--- src/rtl/spi_arb_pkg.sv ---
// Shared types and constants for the SPI master arbiter.
package spi_arb_pkg;

   localparam int DATA_W = 32;

   // transaction_length codes understood by spi_master
   localparam logic [1:0] LEN_8  = 2'd0;
   localparam logic [1:0] LEN_16 = 2'd1;
   localparam logic [1:0] LEN_24 = 2'd2;
   localparam logic [1:0] LEN_32 = 2'd3;

   typedef enum logic [2:0] {
      ST_IDLE,
      ST_SETUP,
      ST_START,
      ST_RUN,
      ST_DONE,
      ST_FAIL
   } state_t;

endpackage

--- src/rtl/spi_rr_picker.sv ---
// Combinational round-robin picker: first requester at or after ptr, with wrap.
module spi_rr_picker #(
   parameter int NUM_REQ = 4,
   parameter int ID_W    = 2
) (
   input  logic [NUM_REQ-1:0] req,
   input  logic [ID_W-1:0]    ptr,
   output logic [ID_W-1:0]    gnt_id,
   output logic               gnt_valid
);

   // Scan from the farthest offset down so the nearest pending requester wins last.
   always_comb begin
      int idx;
      // NOTE: every combinational output gets a default first so no path leaves it unassigned (no latch).
      idx       = 0;
      gnt_id    = '0;
      gnt_valid = 1'b0;
      for (int k = NUM_REQ - 1; k >= 0; k--) begin
         idx = int'(ptr) + k;
         if (idx >= NUM_REQ) begin
            idx = idx - NUM_REQ;
         end
         if (req[idx[ID_W-1:0]]) begin
            gnt_id    = idx[ID_W-1:0];
            gnt_valid = 1'b1;
         end
      end
   end

endmodule

--- src/rtl/spi_master_arbiter.sv ---
// Round-robin front end sharing one spi_master between NUM_REQ clients.
// Latches the winner's payload at grant, runs the start/busy handshake and
// returns rx data with a one-cycle done (or err on start timeout) pulse.
module spi_master_arbiter
   import spi_arb_pkg::*;
#(
   parameter int NUM_REQ       = 4,
   parameter int ID_W          = 2,
   parameter int START_TIMEOUT = 15
) (
   input  logic                      clk,
   input  logic                      rst,
   input  logic [NUM_REQ-1:0]        req,
   input  logic [NUM_REQ*DATA_W-1:0] req_tx_data,
   input  logic [NUM_REQ*3-1:0]      req_cs,
   input  logic [NUM_REQ*2-1:0]      req_len,
   input  logic [NUM_REQ-1:0]        req_cpol,
   input  logic [NUM_REQ-1:0]        req_cpha,
   output logic [NUM_REQ-1:0]        done,
   output logic [NUM_REQ-1:0]        err,
   output logic [DATA_W-1:0]         rx_data,
   output logic [ID_W-1:0]           grant_id,
   output logic                      arb_busy,
   output logic                      m_start,
   input  logic                      m_busy,
   output logic [DATA_W-1:0]         m_tx_data,
   input  logic [DATA_W-1:0]         m_rx_data,
   output logic [2:0]                m_cs_sel,
   output logic [1:0]                m_len,
   output logic                      m_cpol,
   output logic                      m_cpha
);

   state_t              state_q,    state_d;
   logic [ID_W-1:0]     ptr_q,      ptr_d;
   logic [7:0]          cnt_q,      cnt_d;
   logic [NUM_REQ-1:0]  done_q,     done_d;
   logic [NUM_REQ-1:0]  err_q,      err_d;
   logic [DATA_W-1:0]   rx_data_q,  rx_data_d;
   logic [ID_W-1:0]     grant_id_q, grant_id_d;
   logic                arb_busy_q, arb_busy_d;
   logic                m_start_q,  m_start_d;
   logic [DATA_W-1:0]   m_tx_q,     m_tx_d;
   logic [2:0]          m_cs_q,     m_cs_d;
   logic [1:0]          m_len_q,    m_len_d;
   logic                m_cpol_q,   m_cpol_d;
   logic                m_cpha_q,   m_cpha_d;

   logic [ID_W-1:0]     pick_id;
   logic                pick_valid;
   logic [DATA_W-1:0]   sel_tx;
   logic [2:0]          sel_cs;
   logic [1:0]          sel_len;
   logic                sel_cpol;
   logic                sel_cpha;

   spi_rr_picker #(
      .NUM_REQ (NUM_REQ),
      .ID_W    (ID_W)
   ) u_picker (
      .req       (req),
      .ptr       (ptr_q),
      .gnt_id    (pick_id),
      .gnt_valid (pick_valid)
   );

   // Route the payload of the requester the picker currently selects.
   always_comb begin
      sel_tx   = '0;
      sel_cs   = '0;
      sel_len  = '0;
      sel_cpol = 1'b0;
      sel_cpha = 1'b0;
      for (int i = 0; i < NUM_REQ; i++) begin
         if (pick_id == ID_W'(i)) begin
            sel_tx   = req_tx_data[i*DATA_W +: DATA_W];
            sel_cs   = req_cs[i*3 +: 3];
            sel_len  = req_len[i*2 +: 2];
            sel_cpol = req_cpol[i];
            sel_cpha = req_cpha[i];
         end
      end
   end

   // Next-state and registered-output logic for the grant/handshake sequence.
   always_comb begin
      state_d    = state_q;
      ptr_d      = ptr_q;
      cnt_d      = cnt_q;
      done_d     = '0;
      err_d      = '0;
      rx_data_d  = rx_data_q;
      grant_id_d = grant_id_q;
      arb_busy_d = arb_busy_q;
      m_start_d  = m_start_q;
      m_tx_d     = m_tx_q;
      m_cs_d     = m_cs_q;
      m_len_d    = m_len_q;
      m_cpol_d   = m_cpol_q;
      m_cpha_d   = m_cpha_q;

      unique case (state_q)
         ST_IDLE: begin
            // A master still finishing a previous job blocks new grants.
            if (pick_valid && !m_busy) begin
               state_d    = ST_SETUP;
               grant_id_d = pick_id;
               arb_busy_d = 1'b1;
               m_tx_d     = sel_tx;
               m_cs_d     = sel_cs;
               m_len_d    = sel_len;
               m_cpol_d   = sel_cpol;
               m_cpha_d   = sel_cpha;
               ptr_d      = (int'(pick_id) == NUM_REQ - 1) ? '0 : pick_id + ID_W'(1);
            end
         end
         ST_SETUP: begin
            // Config has been stable for a cycle; the master now sees the new CPOL idle level.
            state_d   = ST_START;
            m_start_d = 1'b1;
            cnt_d     = '0;
         end
         ST_START: begin
            if (m_busy) begin
               m_start_d = 1'b0;
               state_d   = ST_RUN;
            end else if (cnt_q == 8'(START_TIMEOUT - 1)) begin
               m_start_d           = 1'b0;
               state_d             = ST_FAIL;
               err_d[grant_id_q]   = 1'b1;
               arb_busy_d          = 1'b0;
            end else begin
               cnt_d = cnt_q + 8'd1;
            end
         end
         ST_RUN: begin
            // Capture rx on the busy-fall edge so it is valid alongside the done pulse.
            if (!m_busy) begin
               state_d            = ST_DONE;
               rx_data_d          = m_rx_data;
               done_d[grant_id_q] = 1'b1;
               arb_busy_d         = 1'b0;
            end
         end
         ST_DONE: state_d = ST_IDLE;
         ST_FAIL: state_d = ST_IDLE;
         default: state_d = ST_IDLE;
      endcase
   end

   // State and output registers; reset aborts any transaction silently.
   always_ff @(posedge clk or negedge rst) begin
      if (!rst) begin
         state_q    <= ST_IDLE;
         ptr_q      <= '0;
         cnt_q      <= '0;
         done_q     <= '0;
         err_q      <= '0;
         rx_data_q  <= '0;
         grant_id_q <= '0;
         arb_busy_q <= 1'b0;
         m_start_q  <= 1'b0;
         m_tx_q     <= '0;
         m_cs_q     <= '0;
         m_len_q    <= LEN_8;
         m_cpol_q   <= 1'b0;
         m_cpha_q   <= 1'b0;
      end else begin
         // NOTE: non-blocking assignments so every register updates from pre-edge values.
         state_q    <= state_d;
         ptr_q      <= ptr_d;
         cnt_q      <= cnt_d;
         done_q     <= done_d;
         err_q      <= err_d;
         rx_data_q  <= rx_data_d;
         grant_id_q <= grant_id_d;
         arb_busy_q <= arb_busy_d;
         m_start_q  <= m_start_d;
         m_tx_q     <= m_tx_d;
         m_cs_q     <= m_cs_d;
         m_len_q    <= m_len_d;
         m_cpol_q   <= m_cpol_d;
         m_cpha_q   <= m_cpha_d;
      end
   end

   assign done      = done_q;
   assign err       = err_q;
   assign rx_data   = rx_data_q;
   assign grant_id  = grant_id_q;
   assign arb_busy  = arb_busy_q;
   assign m_start   = m_start_q;
   assign m_tx_data = m_tx_q;
   assign m_cs_sel  = m_cs_q;
   assign m_len     = m_len_q;
   assign m_cpol    = m_cpol_q;
   assign m_cpha    = m_cpha_q;

endmodule

--- config.mk ---
export PLATFORM = sky130hd
export DESIGN_NAME = spi_master_arbiter
export DESIGN_NICKNAME = d
export VERILOG_FILES = /design/src/rtl/spi_arb_pkg.sv /design/src/rtl/spi_rr_picker.sv /design/src/rtl/spi_master_arbiter.sv
export SDC_FILE = /design/constraint.sdc
export NUM_CORES = 1
export LEC_CHECK = 0
export CORE_ASPECT_RATIO = 1.2
export CORE_MARGIN = 3
export CORE_UTILIZATION = 38
export CTS_BUF_LIST = sky130_fd_sc_hd__clkbuf_2
export DETAILED_ROUTE_END_ITERATION = 8
export DONT_BUFFER_PORTS = 1
export PLACE_DENSITY = 0.57
export RECOVER_POWER = 25
export REMOVE_ABC_BUFFERS = 1
export SLEW_MARGIN = 10
export SYNTH_ARGS = -nofsm -noshare
export SYNTH_HDL_FRONTEND = slang
export SYNTH_SLANG_ARGS = --single-unit
--- constraint.sdc ---
create_clock -name clk -period 3.95 [get_ports clk]
set_input_delay 0.395 -clock clk [delete_from_list [all_inputs] [get_ports clk]]
set_output_delay 0.395 -clock clk [all_outputs]
set_load 0.01 [all_outputs]
[Yosys cells after proc, flatten, opt, wreduce, memory -nomap -nowiden]
Index checks and enable logic that the tools add are counted.
Cells by class
  $add $sub $neg: 9
  magnitude comparators: 10
  equal/unequal tests: 14
  muxes and demuxes: 63
  bitwise logic cells: 1
  reductions and logical operators: 13
Operator list (number)
  32-bit 2-to-1 mux: 4
  2-bit 2-to-1 mux: 13
  3-bit 2-to-1 mux: 8
  1-bit 2-to-1 mux: 22
  4-bit 2-to-1 mux: 5
  8-bit 2-to-1 mux: 2
  8-bit one-hot mux with 2 select lines: 1
  2-bit by 3-bit less-than comparator with 1-bit output (second input constant): 5
  3-bit one-hot mux with 4 select lines: 1
  2-bit inequality test (second input constant): 5
  3-bit >= comparator (second input constant): 3
  8-bit by 1-bit adder with 8-bit output (second input constant): 1
  1-bit binary-select mux with 2-bit select: 4
  8-bit by 4-bit equality test with 1-bit output (second input constant): 1
  2-bit by 1-bit subtractor with 2-bit output (second input constant): 4
  2-bit by 2-bit adder with 3-bit output (second input constant): 2
  3-bit by 2-bit equality test with 1-bit output (second input constant): 2
  2-bit AND reduction: 3
  3-bit AND reduction: 2
  5-bit AND reduction: 1
  2-bit by 1-bit equality test with 1-bit output (second input constant): 2
  2-bit equality test (second input constant): 2
  2-bit by 1-bit adder with 3-bit output (second input constant): 1
  3-bit by 1-bit equality test with 1-bit output (second input constant): 1
  other kinds (14): 15
Word-level totals
  register bits: 96
  bits of input ports: 195
  word-level logic and storage cells: 124

[Depth between registers and ports, before layout]
  depth after elaboration: 14
  mapped depth: 11
  mapped depth without buffers: 9

[Modules after synthesis]
From an unflattened synthesis, not the netlist that was laid out.
Unflattened totals
  cell total of the unflattened synthesis: 570
  area total of the unflattened synthesis: 4923.5 sq um
Modules (own cells, without submodules)
  spi_master_arbiter: instances 1, cells each 557, area an instance 4845.9 sq um, sequential area each 2402.3 sq um
  spi_rr_picker: instances 1, cells each 13, area an instance 77.6 sq um, sequential area each 0.0 sq um

[Least setup slack after synthesis]
OpenSTA, ideal clock, no wires.
  path kind: register to register
  start point: register ptr_q[1]
  end point: register m_cpha_q, in the netlist m_cpha
  setup time: 122 ps
  arrival time: 2241 ps
  path slack: 1586 ps
  stages on the path, launching flop included: 11
  buffers on the path: 2
  clock period less this slack: 2364 ps
  path through: dfrtp_1 -> nand2b_1 -> a311oi_1 -> inv_1 -> ha_1 -> nor2b_1 -> buf_2 -> buf_2 -> a221oi_1 -> a211o_1 -> a21oi_1
Between the ends
  longest elaborated chain between the ends: 14
Ends and longest elaborated chain
  start, declared: line spi_master_arbiter.sv:35  | logic [ID_W-1:0] ptr_q, ptr_d;
  start signal, assigned: line spi_master_arbiter.sv:171  | ptr_q <= ptr_d;
  2-bit by 2-bit adder with 3-bit output: line spi_rr_picker.sv:20  | idx = int'(ptr) + k;
  3-bit >= comparator or 2-bit by 1-bit subtractor with 2-bit output (tied branches): line spi_rr_picker.sv:21, spi_rr_picker.sv:22
  2-bit 2-to-1 mux: line spi_rr_picker.sv:21  | if (idx >= NUM_REQ) begin
  1-bit binary-select mux with 2-bit select: line spi_rr_picker.sv:24  | if (req[idx[ID_W-1:0]]) begin
  1-bit 2-to-1 mux (implied by the code): line spi_rr_picker.sv:24
  2-bit 2-to-1 mux (3 in series): line spi_rr_picker.sv:24
  2-bit 2-to-1 mux (*): line spi_rr_picker.sv:24
  named net pick_id[0]: line spi_master_arbiter.sv:49  | logic [ID_W-1:0] pick_id;
  2-bit zero test: line spi_master_arbiter.sv:75  | if (pick_id == ID_W'(i)) begin
  1-bit 2-to-1 mux (3 in series): line spi_master_arbiter.sv:75
  1-bit 2-to-1 mux (*): line spi_master_arbiter.sv:75
  end signal, assigned: line spi_master_arbiter.sv:183  | m_cpha_q <= m_cpha_d;
  end, declared: line spi_master_arbiter.sv:47  | logic m_cpha_q, m_cpha_d;
The timed path passes the listed nets; every way through them passes the cells marked *. The select of a mux whose other input is x is not followed.
A chain may end at the register's enable or synchronous reset.

[Worst setup path after layout]
  start point: register ptr_q[1]
  end point: register m_tx_q[12], in the netlist m_tx_data[12]
Between the ends
  longest elaborated chain between the ends: 14
Ends and longest elaborated chain
  2-bit by 2-bit adder with 3-bit output: line spi_rr_picker.sv:20
  3-bit >= comparator or 2-bit by 1-bit subtractor with 2-bit output (tied branches): line spi_rr_picker.sv:21, spi_rr_picker.sv:22
  2-bit 2-to-1 mux: line spi_rr_picker.sv:21
  1-bit binary-select mux with 2-bit select: line spi_rr_picker.sv:24
  1-bit 2-to-1 mux (implied by the code): line spi_rr_picker.sv:24
  2-bit 2-to-1 mux (4 in series): line spi_rr_picker.sv:24
  2-bit zero test: line spi_master_arbiter.sv:75
  32-bit 2-to-1 mux (4 in series): line spi_master_arbiter.sv:75
  end signal, assigned: line spi_master_arbiter.sv:179  | m_tx_q <= m_tx_d;
  end, declared: line spi_master_arbiter.sv:43  | logic [DATA_W-1:0] m_tx_q, m_tx_d;
Several ways; a longest one is shown, not always the timed one. The select of a mux whose other input is x is not followed.

==> results.tsv <==
metric	value	unit
number of placed cells counting well taps	666	
DR vias	4431	
ratio of total power to cell area	687.1	nW/µm²
crit share post-route	91.76	%
Max Clock Freq	275.9	MHz
cell count after synthesis	540	
run status	finished, violations left	
Critical Path RT	4.48	ns
HPWL after detailed placement	10360	µm
gr usage total	20.46	%
sequential element share of the synthesized area	47.73	%
number of global-route vias before repair	4575	
residual overflow from global routing	0	
Vert. Die Dim	132.1	µm
TritonCTS Sinks	96	
crit path launch type	flop	
post-DR vias/cell	5.673	
later-pin clock latency in the skew report	0.60	ns
async set or reset register ratio after synthesis	100.0	%
area growth from synthesis to layout	24.01	%
category of the worst setup path capture point	flop	
maximum clock insertion buffer count	2	
TritonCTS buffer count	9	
Hold Path Class	primary input to flop	
number of placement rows	45	
number of port buffers	0	
layout cells sized above 1	10.05	%
total die area	14670	µm²
leading area contributor after synthesis	sky130_fd_sc_hd__dfrtp_1	
number of top-level design ports	278	
Critical Path Fanout Max	25	
initial DRC count	268	
static leakage	2.725	nW
Fin. Hold Viols	0	
count of unresolved DRC violations after routing	0	
CORE AREA	12780	µm²
die width	111.1	µm
initial antenna violation count	0	
count of yosys warnings during synthesis	0	
final antenna diode count	0	
level count of the clock H-tree	3	
Top Family by Delay on Critical Path	compound AO/OA/AOI/OAI gates	
final number of setup-violating endpoints	0	
clock transition at the registers of the reported paths	0.28	ns
Setup Crit Path Kind	flop to flop	
cells along the critical path	a21oi_1, o21a_1, o22ai_1, ha_1, nor2b_4, a221oi_1, a211o_1, a21oi_1, dlygate4sd3_1	
Final Wtd Congestion	0.8266	
1st-pass router iterations	4	
Fin Clk Skew	0.04117	ns
Antenna Nets Post-Route	0	
wire length per cell after detailed routing	19.82	µm
post-synthesis instance area	5034	µm²
RSZ-0062 raised after global routing	no	
filler-free cell count of the finished design	781	
slowest cell on the critical path	sky130_fd_sc_hd__nor2b_4	
dominant cell type by count on the critical path	sky130_fd_sc_hd__a21oi_1	
worst-margin pin slew	2.379	ns
# fillers	1190	
Main synth FF type	sky130_fd_sc_hd__dfrtp_1	
normalized max-slew margin	-58.63	%
maximum number of pins on one net before global-route repair	97	
delay of the slowest critical-path stage	0.68	ns
number of flip-flops and latches in the synthesized netlist	96	
Fin Setup TNS	0	ns
share of the synthesized area in the top cell type	47.73	%
post-CTS setup-driven buffer insertion count	0	
root buf cell	sky130_fd_sc_hd__clkbuf_2	
total detailed-routing wirelength	15480	µm
overall power after layout	4.289	mW
leading cell types by total area after synthesis	sky130_fd_sc_hd__dfrtp_1, sky130_fd_sc_hd__a21oi_1, sky130_fd_sc_hd__mux2_2, sky130_fd_sc_hd__a211o_1, sky130_fd_sc_hd__a221oi_1	
TritonCTS clock tree	done	
Max-cap violations	1	
global-route wire length before repair	24230	µm
leading cell type in the layout, fill and taps excluded	sky130_fd_sc_hd__dlygate4sd3_1	
min cycle time layout	3.625	ns
number of slew-limit violations in the final report	97	
net count reported at finish	813	
register-to-register setup slack	0.33	ns
failing checks	max-capacitance violations, max-slew violations	
syn_area_per_cell	9.321	µm²
initial cell density of the core	39.38	%
worst endpoint data arrival time	4.15	ns
VDD IR-drop max	0.2884	mV
count of distinct cell types in the synthesized netlist	39	
top library cells by usage in the layout, fill and taps aside	sky130_fd_sc_hd__dlygate4sd3_1, sky130_fd_sc_hd__a21oi_1, sky130_fd_sc_hd__dfrtp_1	
worst path bufs/invs	1	
number of enable flip-flop cells after synthesis	0	
==> metal layers <==
layer | global-route usage [%] | share of wire [%]
met3 | 5.969 | 9.2
met2 | 36.13 | 52
met5 | 0 | 0
met1 | 23.57 | 36
met4 | 7.370 | 2.0
==> cell families after synthesis <==
family / count (synthesis) / synth area share (%)
and+or+nand+nor: 121 / 11.41
adders and majority gates: 6 / 1.491
xor gates and xnor gates: 3 / 0.5221
AOI/OAI and AO/OA: 192 / 24.11
buffers and inverters: 87 / 6.985
muxes: 35 / 7.755
DFF: 96 / 47.73
==> cell usage after synthesis, types with 2 or more instances <==
master,n
sky130_fd_sc_hd__nor2_1,55
sky130_fd_sc_hd__ha_1,6
sky130_fd_sc_hd__nand2b_1,4
sky130_fd_sc_hd__nand3_1,4
sky130_fd_sc_hd__dfrtp_1,96
sky130_fd_sc_hd__inv_1,43
sky130_fd_sc_hd__o21ai_1,2
sky130_fd_sc_hd__a21oi_1,97
sky130_fd_sc_hd__mux2i_1,3
sky130_fd_sc_hd__o211ai_1,2
sky130_fd_sc_hd__nor3_1,8
sky130_fd_sc_hd__o21a_1,4
sky130_fd_sc_hd__nor2b_1,2
sky130_fd_sc_hd__a211o_1,27
sky130_fd_sc_hd__nand2_1,35
sky130_fd_sc_hd__o21ai_0,18
sky130_fd_sc_hd__mux2_2,31
sky130_fd_sc_hd__a221oi_1,25
sky130_fd_sc_hd__buf_4,3
sky130_fd_sc_hd__xor2_1,2
sky130_fd_sc_hd__clkbuf_1,30
sky130_fd_sc_hd__buf_2,11
sky130_fd_sc_hd__nor4b_2,2
sky130_fd_sc_hd__and2_1,2
sky130_fd_sc_hd__a22oi_1,14
==> worst reg2reg max path, cell delays in order, from the launching register on <==
cell and delay (ns):
sky130_fd_sc_hd__dfrtp_1 0.51, sky130_fd_sc_hd__a21oi_1 0.09, sky130_fd_sc_hd__o21a_1 0.17, sky130_fd_sc_hd__o22ai_1 0.30, sky130_fd_sc_hd__ha_1 0.62, sky130_fd_sc_hd__nor2b_4 0.68, sky130_fd_sc_hd__a221oi_1 0.20, sky130_fd_sc_hd__a211o_1 0.32
sky130_fd_sc_hd__a21oi_1 0.11, sky130_fd_sc_hd__dlygate4sd3_1 0.57
==> registers in the layout, indices dropped and copies added, names as in the netlist <==
signal,cells
cnt_q,8
m_cs_sel,3
state_q,3
rx_data,32
ptr_q,2
m_cpol,1
done,4
m_cpha,1
err,4
m_tx_data,32
m_start,1
m_len,2
arb_busy,1
grant_id,2
==> what timing repair did <==
item / 4_1_cts / 5_1_grt
endpoints found under the hold margin: 177 / 0
setup endpoints to repair: 0 / 10
gates resized for setup: 0 / 1
hold buffers: 99 / 0
==> final timing paths <==
check | from | end | depth (start not counted)
worst max register to register | ptr_q[1] | m_tx_data[12] | 9
worst min register to register | cnt_q[6] | cnt_q[6] | 1
worst min-delay path | req_tx_data[8] | m_tx_data[8] | 4
worst max-delay path | ptr_q[1] | m_tx_data[12] | 9
max in group asynchronous | rst | rx_data[5] | 2
min in group asynchronous | rst | cnt_q[7] | 2
==> power by group <==
group          switching [mW]  leakage [nW]  internal [mW]
registers               0.602          1.15           1.41
clock network           0.343        0.0803          0.210
logic                   0.879          1.49          0.840
==> metrics by stage <==
step / instance area, µm² / utilization [%] / hold WS [ns] / setup slack (ns)
6_report: 6242 / 48.84 / 0.09222 / 0.3255
5_1_grt: 6242 / 48.84 / 0.05134 / 0.04195
4_1_cts: 6260 / 48.98 / 0.03436 / 0.03180
3_5_place_dp: 5112 / 40.00 / 0.1021 / 0.5378
3_3_place_gp: 5112 / 40.00 / 0.1037 / 0.6770
2_1_floorplan: 4843 / - / 0.09941 / 0.5518
==> area by class of cell <==
cell class	count	area, µm²	share of cell area [%]
sequential	96	2402	38.48
multi-input combinational	357	2303	36.90
timing repair buffer	105	1031	16.52
tap	164	205.2	3.287
inverter	43	161.4	2.586
clock inverter	7	93.84	1.503
clock buffer	9	45.04	0.7216
Note: power is estimated with default switching activity, not from simulation.
